## config.mk

```make
export PLATFORM = sky130hd
export DESIGN_NAME = seg_scan_driver
export DESIGN_NICKNAME = d
export VERILOG_FILES = /design/src/rtl/seg_pkg.sv /design/src/rtl/hex7seg.sv /design/src/rtl/seg_scan_driver.sv
export SDC_FILE = /design/constraint.sdc
export NUM_CORES = 1
export LEC_CHECK = 0
export CORE_MARGIN = 2
export CORE_UTILIZATION = 49
export DETAILED_ROUTE_END_ITERATION = 12
export PLACE_DENSITY = 0.88
export SYNTH_ARGS = -nofsm -noshare
export SYNTH_HDL_FRONTEND = slang
export SYNTH_SLANG_ARGS = --single-unit
```

## constraint.sdc

```tcl
create_clock -name clk -period 2.7 [get_ports clk]
set_input_delay 0.405 -clock clk [delete_from_list [all_inputs] [get_ports clk]]
set_output_delay 0.405 -clock clk [all_outputs]
set_load 0.05 [all_outputs]
```

## src/rtl/seg_pkg.sv

```systemverilog
// Shared constants for the 7-segment display path: active-low hex patterns,
// blank pattern and segment bit positions ([6]=a ... [0]=g).
package seg_pkg;

  typedef logic [6:0] seg_t;

  localparam int unsigned SEG_A = 6;
  localparam int unsigned SEG_B = 5;
  localparam int unsigned SEG_C = 4;
  localparam int unsigned SEG_D = 3;
  localparam int unsigned SEG_E = 2;
  localparam int unsigned SEG_F = 1;
  localparam int unsigned SEG_G = 0;

  localparam seg_t SEG_BLANK = 7'h7F;

  // Index = nibble value; bit order a..g, 0 = segment lit.
  localparam seg_t SEG_HEX [16] = '{
    7'b0000001, 7'b1001111, 7'b0010010, 7'b0000110,
    7'b1001100, 7'b0100100, 7'b0100000, 7'b0001111,
    7'b0000000, 7'b0000100, 7'b0001000, 7'b1100000,
    7'b0110001, 7'b1000010, 7'b0110000, 7'b0111000
  };

endpackage

```

## src/rtl/hex7seg.sv

```systemverilog
// Combinational 4-bit to active-low 7-segment decoder.
module hex7seg
  import seg_pkg::*;
(
  input  logic [3:0] nibble,
  output logic [6:0] seg_n
);

  always_comb begin
    seg_n = SEG_HEX[nibble];
  end

endmodule

```

## src/rtl/seg_scan_driver.sv

```systemverilog
// Time-multiplexed common-anode 7-segment driver with double-buffered,
// frame-aligned updates. Define SEG_SCAN_LEADZERO_EN for leading-zero blanking.
module seg_scan_driver
  import seg_pkg::*;
#(
  parameter int unsigned NDIG     = 8,
  parameter int unsigned TICK_DIV = 1000
) (
  input  logic              clk,
  input  logic              rst,
  input  logic              load_valid,
  output logic              load_ready,
  input  logic [4*NDIG-1:0] load_data,
  input  logic [NDIG-1:0]   blank_mask,
  output logic [NDIG-1:0]   dig_en_n,
  output logic [6:0]        seg_n
);

  localparam int unsigned PW = $clog2(TICK_DIV);
  localparam int unsigned IW = $clog2(NDIG);

  logic [PW-1:0]     pre;
  logic [IW-1:0]     idx;
  logic [4*NDIG-1:0] disp;
  logic [4*NDIG-1:0] pending;
  logic              pend_full;
  logic              tick;
  logic              frame_end;
  logic              accept;
  logic [3:0]        nib;
  logic [6:0]        hex_seg;
  logic [NDIG-1:0]   lz;
  logic [NDIG-1:0]   blank_eff;
  logic [NDIG-1:0]   onehot;

  assign tick       = (pre == PW'(TICK_DIV - 1));
  assign frame_end  = tick && (idx == IW'(NDIG - 1));
  assign load_ready = !pend_full;
  assign accept     = load_valid && load_ready;

  always_ff @(posedge clk or posedge rst) begin
    if (rst) begin
      pre <= '0;
    end else if (tick) begin
      pre <= '0;
    end else begin
      pre <= pre + 1'b1;
    end
  end

  always_ff @(posedge clk or posedge rst) begin
    if (rst) begin
      idx <= '0;
    end else if (tick) begin
      idx <= (idx == IW'(NDIG - 1)) ? '0 : idx + 1'b1;
    end
  end

  // Transfer and accept are exclusive: ready is low whenever a transfer can happen.
  always_ff @(posedge clk or posedge rst) begin
    if (rst) begin
      disp      <= '0;
      pending   <= '0;
      pend_full <= 1'b0;
    end else if (frame_end && pend_full) begin
      disp      <= pending;
      pend_full <= 1'b0;
    end else if (accept) begin
      pending   <= load_data;
      pend_full <= 1'b1;
    end
  end

`ifdef SEG_SCAN_LEADZERO_EN
  logic run_zero;

  // Digit k>0 blanks when it and every more significant nibble are zero.
  always_comb begin
    lz       = '0;
    run_zero = 1'b1;
    for (int unsigned k = NDIG - 1; k >= 1; k--) begin
      run_zero = run_zero && (disp[4*k +: 4] == 4'h0);
      lz[k]    = run_zero;
    end
  end
`else
  always_comb begin
    lz = '0;
  end
`endif

  assign blank_eff = blank_mask | lz;
  assign onehot    = {{(NDIG-1){1'b0}}, 1'b1} << idx;
  assign nib       = disp[{idx, 2'b00} +: 4];

  hex7seg u_hex (
    .nibble (nib),
    .seg_n  (hex_seg)
  );

  always_ff @(posedge clk or posedge rst) begin
    if (rst) begin
      dig_en_n <= '1;
      seg_n    <= SEG_BLANK;
    end else if (blank_eff[idx]) begin
      dig_en_n <= '1;
      seg_n    <= SEG_BLANK;
    end else begin
      dig_en_n <= ~onehot;
      seg_n    <= hex_seg;
    end
  end

endmodule

```

; Word level (Yosys, flattened, before mapping)
; Memories as Yosys holds them, arrays and structs flattened.
; Index checks and enable logic that the tools add are counted.
[totals]
rom_bits = 112
register_bits = 93
n_memories = 1
input_bits = 43
elab_cells = 35
[classes]
n_eq_ne = 2
bitwise = 3
n_reduce_logical = 6
shift = 2
n_lt_le_gt_ge = 2
addsub = 2
muxes = 10
[mem_list]
columns = memory, words, word_bits, read_ports, rd_clocked_by_memory_dff, write_ports, line
row1 = (name not given), 16, 7, 1, 0, 0, hex7seg.sv:10  ; seg_n = SEG_HEX[nibble];
[op_table]
columns = operator, n
row1 = $shiftx A32 B6 Y4, 1
row2 = $mux W7, 3
row3 = $add A10 B1 Y10 const B, 1
row4 = $eq A10 B10 Y1 const B, 1
row5 = $mux W10, 1
row6 = $mux W8, 1
row7 = $not A8 Y8, 1
row8 = $shl A1 B3 Y8 const A, 1
row9 = $ge A5 B5 Y1 const B, 1
row10 = $not A4 Y5, 1
row11 = $lt A3 B4 Y1 const B, 1
row12 = $add A3 B1 Y3 const B, 1
row13 = $bmux W1 S3, 1
row14 = $eq A3 B3 Y1 const B, 1
row15 = $logic_and A1 B1 Y1, 3
row16 = $mux W1, 3
row17 = $mux W3, 1
row18 = $reduce_and A2 Y1, 1
row19 = $reduce_bool A2 Y1, 1
row20 = $logic_not A1 Y1, 1
row21 = $not A1 Y1, 1

; Logic depth before layout (Yosys ltp)
; Gate-level depths: netlist of the first run.
[logic_depth]
depth_word = 6
depth_mapped = 9

; Hierarchy
; Synthesis of the first run repeated with hierarchy kept, for this count alone.
[hier_totals]
hier_cells = 304
area_unflattened_um2 = 4354.2
[by_module_without_submodules]
columns = mod, cells_per_inst, area_each_um2, instances
row1 = seg_scan_driver, 272, 4078.9, 1
row2 = hex7seg, 32, 275.3, 1

; Worst setup path before layout of the first run
; Ideal clock, no wire load.
[synth_path]
path_kind = reg-to-reg
startpoint = register idx[1]
endpoint = register seg_n[0]
arrival_ns = 2.091
path_stages_with_launch = 9
setup_time_ns = 0.094
n_path_buf = 1
setup_slack_ns = 0.515
required_ns = 2.606
cell_sequence = dfrtp_1 > buf_4 > mux4_2 > mux2i_1 > inv_1 > ha_1 > nand3_1 > a21boi_0 > o221ai_1
[synth_via]
elab_chain_cells = 6
word_cells_on_any_way = 8
[synth_lines]
columns = item, line
row1 = start: declaration, seg_scan_driver.sv:23  ; logic [IW-1:0] idx;
row2 = start signal: assignment, seg_scan_driver.sv:55  ; idx <= (idx == IW'(NDIG - 1)) ? '0 : idx + 1'b1;
row3 = $shiftx A32 B6 Y4, seg_scan_driver.sv:94  ; assign nib = disp[{idx, 2'b00} +: 4];
row4 = $not A4 Y5 (implied by the code), hex7seg.sv:10
row5 = $mem_v2 Z16 W7, n/a
row6 = $mux W7 (implied by the code) (2 in series), hex7seg.sv:10
row7 = $mux W7 (*), seg_scan_driver.sv:105  ; end else if (blank_eff[idx]) begin
row8 = end signal: assignment, seg_scan_driver.sv:110  ; seg_n <= hex_seg;
row9 = end: declaration, seg_scan_driver.sv:16  ; output logic [6:0] seg_n
; Mark *: on every way between the ends. The rest lies on a longest branch, timed or not. The select of a mux whose other input is x is not followed.
; A chain may end at the register's enable or synchronous reset.

; Final worst setup path of the first run
[layout_path]
startpoint = register idx[1]
endpoint = register seg_n[3]
; Same word-level chain as after synthesis.

==> qor.txt, run 1 <==
worst setup path class: reg -> reg
clock-pin slew on the worst setup and hold paths: 0.09 ns
Post-Synth XOR/XNOR Area: 0.01259
Post-DP Area: 4880 um^2
Startpoint Class: flip-flop
post-route ant nets: 0
top cells by count, synth: dfrtp_1, mux2_2, mux2_1
post-layout min period: 2.312 ns
Layout Skew: 0.01317 ns
ys async rst share: 1.000
diodes inserted: 0
synthesized instance count: 295
P_sw: 600.1 uW
pwr/cell area: 513.1 nW/um^2
Post-synth EDFFs: 0
final core occ: 0.6181
Synth Area in Adders: 0.03897
initial core utilization: 0.5080
Fillers: 622
global-route wire length before repair: 12.88 mm
Yosys warning count: 0
drt wl/cell: 16.40 um
crit path DAT: 2.59 ns
initial antenna violation count: 0
DRT iter0 DRCs: 124
Synth area leaders: dfrtp_1, mux2_2, dfstp_2
mux contribution to synthesized area: 0.2479
Comb pwr share: 0.071
Setup Viol. Count Final: 0
post-CTS setup buffers: 0
most common cell in the netlist: dfrtp_1
Leakage: 2.295 nW
switching share of total power: 0.2303
Fin. Hold Viols: 0
CTS Buffer Depth: 2
largest net degree at the start of global routing: 49
CTS tree: built
non-filler cells, final: 469
# hold bufs at CTS: 0
post-synthesis simple-gate area fraction: 0.06775
H-tree Lvls: 3
core area: 8217 um^2
Final #Nets: 415
Final HPWL DP: 5.637 mm
synthesized cell area: 4174 um^2
Max Cap Viol: 0
dpl cells: 453
pre-CTS setup slack: 0.4495 ns
R2R cell count: 8
Yosys top cell area share: 0.4676
Row Count: 33
vias in the first global route: 2682
Final period util: 0.8563
Max FO, Critical Path: 10
clock tree root driver cell: clkbuf_8
Ports: 59
Num CTS Buffers: 9
Mean Syn Cell Area: 14.15 um^2
Worst Path Required: 2.98 ns
Sequential Area: 2346 um^2
hold crit path type: in -> async
vias: 2577
reg2reg end: seg_n[3]$_DFF_PP1_
Port Buffers: 58
largest family of logic cells by synthesized area: multiplexers
Pint: 2.006 mW
CP endpoint kind: flip-flop
Area Growth Syn to Fin: 21.67%
Die Y: 96.30 um
Final WS setup: 0.3879 ns
final slew viol count: 0
reg-to-reg setup timing slack: 0.39 ns
setup TNS: 0 ns
sequential group share of total power: 0.572
Clock Power Share: 0.357
die area: 9273 um^2
Synth Register Bits: 93
Synthesized Nets: 351
final WL: 7.691 mm
slew margin rel.: 0.5619
Max Freq: 432.5 MHz
DRT Pass-1 Iters: 4
multi-input logic area: 1699 um^2
Total GRT Usage: 0.1851
peak supply drop: 0.0004812 V
share of layout cells above drive strength 1: 0.2527
RSZ-0062 raised after global routing: no
Worst-Skew Late Latency: 0.37 ns
post-CTS resize count: 0
RePlAce Congestion: 0.8822
Cell variety after synth: 45
GR Overflow Total: 0
TritonCTS Sinks: 93
dominant cell type by area after synthesis: dfrtp_1
reg-to-reg startpoint: idx[1]$_DFFE_PP0N_
Synth Area in Compound Gates: 0.03927
status: finished, final reports clean
DRC viols: 0
Finished Cell Area: 5079 um^2
Die X: 96.30 um
sequential area share after synthesis: 0.5621
top_reg_cell synth: dfrtp_1
vias per cell: 5.495
Slew @ Worst Pin: 0.6558 ns
-- final cells by class --
type,instances,area share
Timing Repair Buffer,66,0.1311
Tap cell,105,0.02587
Clock buffer,10,0.02513
Inverter,9,0.007391
Sequential cell,93,0.4619
Clock inverter,6,0.01404
Multi-Input combinational cell,180,0.3346
-- worst max-delay path, cell delays in order (launching register included) --
cell and delay [ns]:
dfrtp_1 0.60, mux4_2 0.55, nand2_1 0.08, nand2_1 0.13, inv_1 0.18, ha_1 0.16, o21ai_0 0.14, and4_1 0.24
a31oi_1 0.15
-- power groups by stage --
stage	Clock (mW)	Sequential (mW)	Combinational, mW
finish	0.929	1.49	0.185
global placement	0	1.51	0.183
floorplan	0	1.52	0.0791
global route	1.01	1.50	0.202
CTS	0.949	1.49	0.189
detailed placement	0	1.52	0.189
-- through the flow --
| step | hold slack (ns) | total power, mW |
|---|---|---|
| floorplan | 0.4522 | 1.603 |
| global placement | 0.4627 | 1.698 |
| detailed placement | 0.4728 | 1.708 |
| CTS | 0.4890 | 2.630 |
| global route | 0.5146 | 2.710 |
| finish | 0.4763 | 2.606 |
-- cells in the final DEF, fill, tap and decap left out, types with 2 or more instances in the layout --
master / count
a21oi_1: 3
buf_12: 2
buf_4: 6
clkbuf_8: 9
clkdlybuf4s50_1: 58
clkinvlp_4: 2
dfrtp_1: 78
dfstp_2: 15
ha_1: 13
inv_1: 8
mux2_1: 29
mux2_2: 37
mux2i_1: 7
mux4_2: 7
nand2_1: 18
nand2b_1: 2
nand3_1: 5
nand4_1: 2
nor2_1: 14
nor2b_1: 2
nor3_1: 2
o21ai_0: 5
o221ai_1: 5
or3_1: 2
xnor2_1: 2
xor2_1: 4
-- registers in the layout (all words and copies together) (netlist names) --
register   cells
pre           10
pending       32
pend_full      1
disp          32
idx            3
seg_n          7
dig_en_n       8
-- worst max path at each step --
stage / from / to / slack [ns] / cells after the start
finish: idx[1]$_DFFE_PP0N_ / seg_n[3]$_DFF_PP1_ / 0.39 / 8
global route: idx[1]$_DFFE_PP0N_ / seg_n[3]$_DFF_PP1_ / 0.18 / 8
detailed placement: idx[1]$_DFFE_PP0N_ / seg_n[3]$_DFF_PP1_ / 0.45 / 8
floorplan: idx[1]$_DFFE_PP0N_ / seg_n[0]$_DFF_PP1_ / 0.52 / 8
global placement: idx[1]$_DFFE_PP0N_ / seg_n[0]$_DFF_PP1_ / 0.57 / 7
CTS: idx[1]$_DFFE_PP0N_ / seg_n[3]$_DFF_PP1_ / 0.40 / 8
-- logic make-up after synthesis --
logic type | Yosys count
AOI/OAI and AO/OA | 23
xor gates and xnor gates | 6
adders and majority gates | 13
buffers and inverters | 22
DFF | 93
muxes | 83
and+or+nand+nor | 55
-- per-layer routing --
layer / up-vias / global-route usage / part of all wire / wire length [um]
li1: 1174 / - / - / -
met1: 1324 / 0.2332 / 0.43 / 3345
met2: 68 / 0.3108 / 0.51 / 3884
met3: 11 / 0.04855 / 0.044 / 339
met4: 0 / 0.06338 / 0.016 / 122
met5: - / 0 / 0 / 0
Note: power is estimated with default switching activity, not from simulation.
==> run 2, diff against run 1 <==
==> constraint.sdc (replaced) <==
create_clock -name clk -period 2.7 [get_ports clk]
set_input_delay 0.405 -clock clk [delete_from_list [all_inputs] [get_ports clk]]
set_output_delay 0.405 -clock clk [all_outputs]
set_load 0.1 [all_outputs]
==> qor.txt, run 2 (synthesis results as in run 1) <==
Hold Crit Endpoint: disp[20]$_DFFE_PP0P_
most used cell, CP: nand2_1
status: finished, final reports clean
Ports: 59
commonest cells after routing, fill and taps aside: dfrtp_1, clkdlybuf4s50_1, mux2_2
post-route ant nets: 0
TritonCTS Sinks: 93
# hold bufs at CTS: 0
clock tree root driver cell: clkbuf_8
slew margin rel.: 0.6846
worst hold path depth: 1
Final period util: 0.8382
hold crit path type: reg -> reg
Final #Nets: 414
Fin. Hold Viols: 0
Worst path max stage delay: 0.58 ns
RePlAce Congestion: 0.8767
Fillers: 633
clock-pin slew on the worst setup and hold paths: 0.09 ns
Leakage: 2.297 nW
setup TNS: 0 ns
Final HPWL DP: 5.300 mm
diodes inserted: 0
Largest regs: disp x32, pending x32, pre x10
post-CTS resize count: 0
worst setup path class: reg -> reg
Sequential Area: 2346 um^2
CTS tree: built
Die X: 96.30 um
reg2reg end: seg_n[3]$_DFF_PP1_
post-CTS setup buffers: 0
initial core utilization: 0.5080
slowest CP cell: dfrtp_1
Max Freq: 441.9 MHz
global-route wire length before repair: 12.19 mm
final WL: 7.329 mm
Num CTS Buffers: 9
hold slack: 0.4925 ns
Max Cap Viol: 0
drt wl/cell: 15.66 um
reg-to-reg startpoint: idx[1]$_DFFE_PP0N_
DRT Pass-1 Iters: 4
Startpoint Class: flip-flop
largest net degree at the start of global routing: 94
pwr/cell area: 533.3 nW/um^2
Port Buffers: 58
RSZ-0062 raised after global routing: no
Worst Path Required: 2.99 ns
Max FO, Critical Path: 10
DRC viols: 0
H-tree Lvls: 3
Largest delay share family, worst path: flip-flops
CTS Buffer Depth: 2
Area Growth Syn to Fin: 20.92%
Bufs and invs on worst path: 1
core area: 8217 um^2
initial antenna violation count: 0
Die Y: 96.30 um
Row Count: 33
DRT iter0 DRCs: 131
post-layout min period: 2.263 ns
GR Overflow Total: 0
R2R cell count: 8
Worst-Skew Late Latency: 0.37 ns
CP endpoint kind: flip-flop
Slew @ Worst Pin: 0.4731 ns
vias in the first global route: 2518
die area: 9273 um^2
Total GRT Usage: 0.1789
hold path startpoint: disp[20]$_DFFE_PP0P_
vias per cell: 5.333
most common cell after layout, fill and taps aside: dfrtp_1
Setup Viol. Count Final: 0
Layout Skew: 0.006586 ns
peak supply drop: 0.0003225 V
vias: 2496
reg-to-reg setup timing slack: 0.44 ns
Cell Chain, Critical Path: mux4_2 > nand2_1 > nand2_1 > inv_1 > ha_1 > o21ai_0 > and4_1 > a31oi_1
crit path DAT: 2.55 ns
multi-input logic area: 1699 um^2
final slew viol count: 0
share of layout cells above drive strength 1: 0.2920
run 2: report_power, final:
part           switching [mW]  internal (mW)
clock network           0.474          0.525
registers              0.0329           1.46
logic                  0.0949          0.108
run 2: metrics by stage:
step | std cells | power (mW) | utilization | worst slack, ns | area (um^2)
3_3_place_gp | 452 | 1.715 | 0.5881 | 0.5705 | 4832
2_1_floorplan | 295 | 1.624 | - | 0.5151 | 4178
4_1_cts | 468 | 2.724 | 0.6143 | 0.4428 | 5047
6_report | 468 | 2.692 | 0.6143 | 0.4369 | 5047
3_5_place_dp | 452 | 1.724 | 0.5881 | 0.4660 | 4832
5_1_grt | 468 | 2.803 | 0.6143 | 0.2447 | 5047
run 2: worst max path at each step:
stage	endpoint	slack, ns	depth (start not counted)	start
4_1_cts	seg_n[3]$_DFF_PP1_	0.44	8	idx[1]$_DFFE_PP0N_
3_3_place_gp	seg_n[3]$_DFF_PP1_	0.57	8	idx[1]$_DFFE_PP0N_
3_5_place_dp	seg_n[3]$_DFF_PP1_	0.47	8	idx[1]$_DFFE_PP0N_
6_report	seg_n[3]$_DFF_PP1_	0.44	8	idx[1]$_DFFE_PP0N_
5_1_grt	seg_n[3]$_DFF_PP1_	0.24	8	idx[1]$_DFFE_PP0N_
2_1_floorplan	seg_n[0]$_DFF_PP1_	0.52	8	idx[1]$_DFFE_PP0N_
run 2: area by class of cell:
cell class / count / share of cell area
inverters: 9 / 0.007437
repair buffers: 65 / 0.1225
well taps: 105 / 0.02603
clock buffers: 11 / 0.02603
multi-input cells: 180 / 0.3366
flip-flops and latches: 93 / 0.4648
clock inverters: 5 / 0.01661
run 2: metal layers:
layer	wire [um]	global-route usage	vias to the layer above
met5	0	0	-
met4	114	0.07277	0
met3	389	0.04229	13
met2	3543	0.2917	62
met1	3282	0.2313	1238
li1	-	-	1183
